### src/rtl/load_store_unit.sv
// load_store_unit
//   Request-side front end for a word-addressed data memory. Accepts
//   byte-addressed loads/stores over valid/ready, checks alignment and range,
//   converts byte addresses to word indices and performs byte/half stores as
//   a read-modify-write. Load results are sign- or zero-extended.
//
// Ports
//   clk, rst_n              clock, async active-low reset
//   req_valid/req_ready     request handshake (ready only in IDLE)
//   req_write/size/unsigned request type: store/load, 00 B 01 H 10 W 11 rsvd
//   req_addr, req_wdata     byte address, store data (low bits for B/H)
//   resp_valid/err/rdata    one-cycle completion, error flag, load result
//   mem_read/mem_write      memory enables, decoded from state
//   mem_addr, mem_wdata     word index and full write word
//   mem_rdata               combinational read data from memory

// One byte lane of the store merge: pick the new byte or keep the old one.
module lsu_merge_lane (
  input  logic       sel_i,
  input  logic [7:0] old_i,
  input  logic [7:0] new_i,
  output logic [7:0] out_o
);
  assign out_o = sel_i ? new_i : old_i;
endmodule

module load_store_unit #(
  parameter int DEPTH = 200
) (
  input  logic        clk,
  input  logic        rst_n,
  input  logic        req_valid,
  output logic        req_ready,
  input  logic        req_write,
  input  logic [1:0]  req_size,
  input  logic        req_unsigned,
  input  logic [31:0] req_addr,
  input  logic [31:0] req_wdata,
  output logic        resp_valid,
  output logic        resp_err,
  output logic [31:0] resp_rdata,
  output logic        mem_read,
  output logic        mem_write,
  output logic [31:0] mem_addr,
  output logic [31:0] mem_wdata,
  input  logic [31:0] mem_rdata
);

  typedef enum logic [1:0] {S_IDLE, S_LOAD, S_MERGE, S_WRITE} state_t;

  // Request attributes needed after transfer. The load/store direction is
  // carried by the state itself, so it is not stored separately.
  typedef struct packed {
    logic [1:0] size;
    logic       uns;
    logic [1:0] off;
  } lreq_t;

  state_t      state_q;
  lreq_t       lreq_q;
  logic        resp_valid_q, resp_err_q;
  logic [31:0] resp_rdata_q, mem_addr_q, mem_wdata_q;

  logic        req_err;
  logic [31:0] rdata_d, wdata_d, shifted, sdata;
  logic [3:0]  be;

  assign req_err = (req_size == 2'b11)
                || (req_size == 2'b01 && req_addr[0])
                || (req_size == 2'b10 && req_addr[1:0] != 2'b00)
                || ({2'b00, req_addr[31:2]} >= 32'(DEPTH));

  // Load extraction: shift the addressed lane down to bit 0, then extend.
  assign shifted = mem_rdata >> {lreq_q.off, 3'b000};

  always_comb begin
    rdata_d = mem_rdata;
    case (lreq_q.size)
      2'b00:   rdata_d = lreq_q.uns ? {24'h0, shifted[7:0]}
                                    : {{24{shifted[7]}}, shifted[7:0]};
      2'b01:   rdata_d = lreq_q.uns ? {16'h0, shifted[15:0]}
                                    : {{16{shifted[15]}}, shifted[15:0]};
      default: rdata_d = mem_rdata;
    endcase
  end

  // Store merge: mem_wdata_q still holds the raw store data during MERGE.
  // Replicate it across lanes and let the byte enables pick the target lane.
  always_comb begin
    if (lreq_q.size == 2'b00) begin
      sdata = {4{mem_wdata_q[7:0]}};
      be    = 4'b0001 << lreq_q.off;
    end else begin
      sdata = {2{mem_wdata_q[15:0]}};
      be    = lreq_q.off[1] ? 4'b1100 : 4'b0011;
    end
  end

  for (genvar k = 0; k < 4; k++) begin : g_lane
    lsu_merge_lane u_lane (
      .sel_i (be[k]),
      .old_i (mem_rdata[8*k +: 8]),
      .new_i (sdata[8*k +: 8]),
      .out_o (wdata_d[8*k +: 8])
    );
  end

  always_ff @(posedge clk or negedge rst_n) begin
    if (!rst_n) begin
      state_q      <= S_IDLE;
      lreq_q       <= '0;
      resp_valid_q <= 1'b0;
      resp_err_q   <= 1'b0;
      resp_rdata_q <= '0;
      mem_addr_q   <= '0;
      mem_wdata_q  <= '0;
    end else begin
      resp_valid_q <= 1'b0;
      unique case (state_q)
        S_IDLE: begin
          if (req_valid) begin
            mem_addr_q <= {2'b00, req_addr[31:2]};
            lreq_q     <= '{size: req_size, uns: req_unsigned, off: req_addr[1:0]};
            if (req_err) begin
              resp_valid_q <= 1'b1;
              resp_err_q   <= 1'b1;
              resp_rdata_q <= '0;
            end else if (!req_write) begin
              state_q <= S_LOAD;
            end else begin
              mem_wdata_q <= req_wdata;
              state_q     <= (req_size == 2'b10) ? S_WRITE : S_MERGE;
            end
          end
        end
        S_LOAD: begin
          resp_valid_q <= 1'b1;
          resp_err_q   <= 1'b0;
          resp_rdata_q <= rdata_d;
          state_q      <= S_IDLE;
        end
        S_MERGE: begin
          mem_wdata_q <= wdata_d;
          state_q     <= S_WRITE;
        end
        S_WRITE: begin
          resp_valid_q <= 1'b1;
          resp_err_q   <= 1'b0;
          resp_rdata_q <= '0;
          state_q      <= S_IDLE;
        end
      endcase
    end
  end

  // Enables are decoded from state so an async reset drops them at once.
  assign req_ready  = (state_q == S_IDLE);
  assign mem_read   = (state_q == S_LOAD) || (state_q == S_MERGE);
  assign mem_write  = (state_q == S_WRITE);
  assign resp_valid = resp_valid_q;
  assign resp_err   = resp_err_q;
  assign resp_rdata = resp_rdata_q;
  assign mem_addr   = mem_addr_q;
  assign mem_wdata  = mem_wdata_q;

endmodule

### config.mk
export PLATFORM = sky130hd
export DESIGN_NAME = load_store_unit
export DESIGN_NICKNAME = d
export VERILOG_FILES = /design/src/rtl/load_store_unit.sv
export SDC_FILE = /design/constraint.sdc
export NUM_CORES = 1
export LEC_CHECK = 0
export ABC_AREA = 0
export CORE_ASPECT_RATIO = 1.2
export CORE_MARGIN = 5
export CORE_UTILIZATION = 40
export CTS_CLUSTER_DIAMETER = 200
export DETAILED_ROUTE_END_ITERATION = 8
export GPL_TIMING_DRIVEN = 1
export PLACE_DENSITY = 0.76
export SLEW_MARGIN = 20
export SYNTH_ARGS = -nofsm -noshare
export SYNTH_HDL_FRONTEND = slang
export SYNTH_SLANG_ARGS = --single-unit
### constraint.sdc
create_clock -name clk -period 1.9 [get_ports clk]
set_input_delay 0.19 -clock clk [delete_from_list [all_inputs] [get_ports clk]]
set_output_delay 0.19 -clock clk [all_outputs]
set_load 0.1 [all_outputs]
==> metrics, run 1 <==
outcome finished, violations left; failing checks negative setup slack; Peak Freq 519 MHz; Tmin final 1.93 ns; routed length per instance 21.6 um; main combinational cell family by area after synthesis multiplexers; first-pass GRT wire length 29300 um; n_diodes 0; Via Count 5286; count of cell types in the netlist 46; Max Slew Vio Count 0; Synth area leaders dfrtp_1 (47%), mux2_2 (15%), nand2_1 (3.9%), nor2_1 (3.6%), o31ai_1 (3.6%); setup_tns -0.0486 ns; die height 138 um; Clock Path Buffers 2; final wirelength 20200 um; initial antenna violation count 0; root buffer cell clkbuf_16; die area 0.0162 mm^2; PortBufs 201; CP max FO 7; sequential area share after synthesis 46.9%; ANT nets after route 0; GPL Wtd Cong 0.892; RSZ-0062 raised after global routing yes; clock sink count 103; startpoint types register; Final #Nets 868; most common cell in the netlist dfrtp_1; Core ar. 0.0136 mm^2; Worst Clk Skew 0.00993 ns; HPWL after detailed placement 14400 um; worst skew pair latency 0.36 ns; H-tree depth 3; P per Cell Area 705 mW/mm^2; WS Path Type register to register; area grow syn2layout 58.9%; via/cell ratio 5.64; die width 117 um; simple-gate share of the synthesized area 11.1%; ys async rst share 100%; VDD IR max 0.000523 V; number of CTS-inserted buffers 9; Synth top area share 46.9%; #FFs+latches synth 103; Synth Area in Compound Gates 16.6%; mapped cell area 0.00549 mm^2; row cnt 47; # DRC 0; XOR/XNOR share of the synthesized area 0%; CP required 2.14 ns; adder-cell area share of the yosys netlist 0.911%; HP Class primary input to register; Yosys warnings 0; Final Setup Violations 2; grt ovf 0; Post-synth EDFFs 0; initial DRC count 316; ys flop type dfrtp_1; Leak 4.11 nW; share of cells above drive strength 1 42.6%; period utilization 101%; Cells after Synth 520; type of destination of the critical path register; Synth top cells by count dfrtp_1 (103), mux2_2 (71), nand2_1 (57); largest net degree at the start of global routing 43; Final WS setup -0.0276 ns; Cell Area, Placed 0.00771 mm^2; Initial Utilization 40.3%; fin area 0.00873 mm^2; max-cap violations 0; Fin. Hold Viols 0; Post-Syn Area per Cell 10.6 um^2; CTS tree done; DR pass1 iterations 5; crit path DAT 2.17 ns; post-synthesis mux area share 19.7%; Clk pin slew, worst setup/hold paths 0.08 ns; Boundary Pins 204; Total GRT Usage 23.4%; FILL cells 1059; Synth area leader dfrtp_1; vias in the first global route 5349
## per-layer routing
metal | global-route usage, % | wire length, um | part of all wire, %
met5 | 0 | 0 | 0
met4 | 9.30 | 713 | 3.5
met3 | 8.39 | 1800 | 8.9
met2 | 38.5 | 10400 | 51
met1 | 27.5 | 7350 | 36
## kinds of logic after synthesis
family	count (synthesis)
adder cells (fa/ha/maj)	4
AND/OR/NAND/NOR	135
AO/OA/AOI/OAI	139
flip-flops	103
other	1
buffers and inverters	45
multiplexers	93
## registers in the layout (all words and copies together) (netlist names)
signal / count
lreq_q: 5
state_q: 2
mem_wdata: 32
mem_addr: 30
resp_valid: 1
resp_rdata: 32
resp_err: 1
## cell type report
cell class / count / area [um^2] / share of cell area (%)
repair buffers: 266 / 2570 / 29.4
clock inverters: 7 / 109 / 1.25
multi-input cells: 373 / 3000 / 34.4
flip-flops and latches: 103 / 2580 / 29.6
clock buffers: 9 / 225 / 2.58
inverters: 8 / 32.5 / 0.373
well taps: 171 / 214 / 2.45
## per-stage QoR
step / power (W) / worst slack [ns] / hold WS (ns) / std cells / utilization (%)
after floorplan: 0.00329 / -0.0584 / -0.106 / 521 / -
after global placement: 0.00386 / -0.407 / 0.130 / 903 / 56.5
after detailed placement: 0.00389 / -0.505 / 0.133 / 903 / 56.5
after CTS: 0.00603 / -0.0278 / 0.304 / 923 / 60.0
after global routing: 0.00636 / -0.0689 / 0.130 / 937 / 64.0
final: 0.00615 / -0.0276 / 0.122 / 937 / 64.0
## what timing repair did
item                       CTS  global route
setup endpoints to repair   57            65
pin swaps                    7            21
resized for setup           21            81
buffers inserted             2             6
hold buffers                 1             0
hold endpoints to repair    25             0
gates cloned                 2             8
## power breakdown
part	leakage, nW	total, W	internal [W]	switching [W]
sequential	1.35	0.00232	0.00227	0.0000490
clock	0.165	0.00213	0.00119	0.000938
combinational	2.59	0.00171	0.000636	0.00108
total	4.11	0.00615	0.00409	0.00206
## final timing paths
check	from	to	slack, ns	cells past startpoint
worst max-delay path	lreq_q[3]	mem_wdata[25]	-0.03	6
worst min-delay path	req_addr[20]	mem_addr[18]	0.12	2
worst max register to register	lreq_q[3]	mem_wdata[25]	-0.03	6
worst min register to register	resp_rdata[30]	resp_rdata[30]	0.49	2
max in group asynchronous	rst_n	lreq_q[1]	0.94	3
min in group asynchronous	rst_n	mem_addr[10]	0.29	2
## worst max-delay path: stages (launching register included)
cell and delay, ns:
dfrtp_1 0.41, or3b_4 0.44, buf_12 0.17, o22ai_1 0.16, a21oi_1 0.11, mux2_2 0.28
mux2_4 0.26
## placed cells by master, fill, tap and decap left out, types with 11 or more instances in the layout
cell	Yosys	final
nand2_1	57	56
clkbuf_16	0	14
dlymetal6s2s_1	0	17
mux2_2	71	69
buf_4	2	137
o21ai_0	18	18
nor2_1	52	48
clkdlybuf4s50_1	0	83
o31ai_1	26	12
a22oi_1	22	21
a21oi_1	38	30
mux2_4	10	13
o31ai_2	0	11
dfrtp_1	103	102
(Power assumes the default switching activity.)
==> inputs of run 2 (changes only) <==
--- a/config.mk
+++ b/config.mk
@@ -10,10 +10,11 @@
 export CORE_MARGIN = 5
 export CORE_UTILIZATION = 40
 export CTS_CLUSTER_DIAMETER = 200
+export CTS_CLUSTER_SIZE = 24
 export DETAILED_ROUTE_END_ITERATION = 8
 export GPL_TIMING_DRIVEN = 1
 export PLACE_DENSITY = 0.76
-export SLEW_MARGIN = 20
+export SLEW_MARGIN = 0
 export SYNTH_ARGS = -nofsm -noshare
 export SYNTH_HDL_FRONTEND = slang
 export SYNTH_SLANG_ARGS = --single-unit
==> results of run 2 <==
The final DEF is identical to that of run 1; final timing and power are the same.
==> inputs of run 3 (changes only) <==
--- a/config.mk
+++ b/config.mk
@@ -18,3 +18,4 @@
 export SYNTH_ARGS = -nofsm -noshare
 export SYNTH_HDL_FRONTEND = slang
 export SYNTH_SLANG_ARGS = --single-unit
+export TNS_END_PERCENT = 100
==> results of run 3 <==
The final DEF is identical to that of run 1; final timing and power are the same.
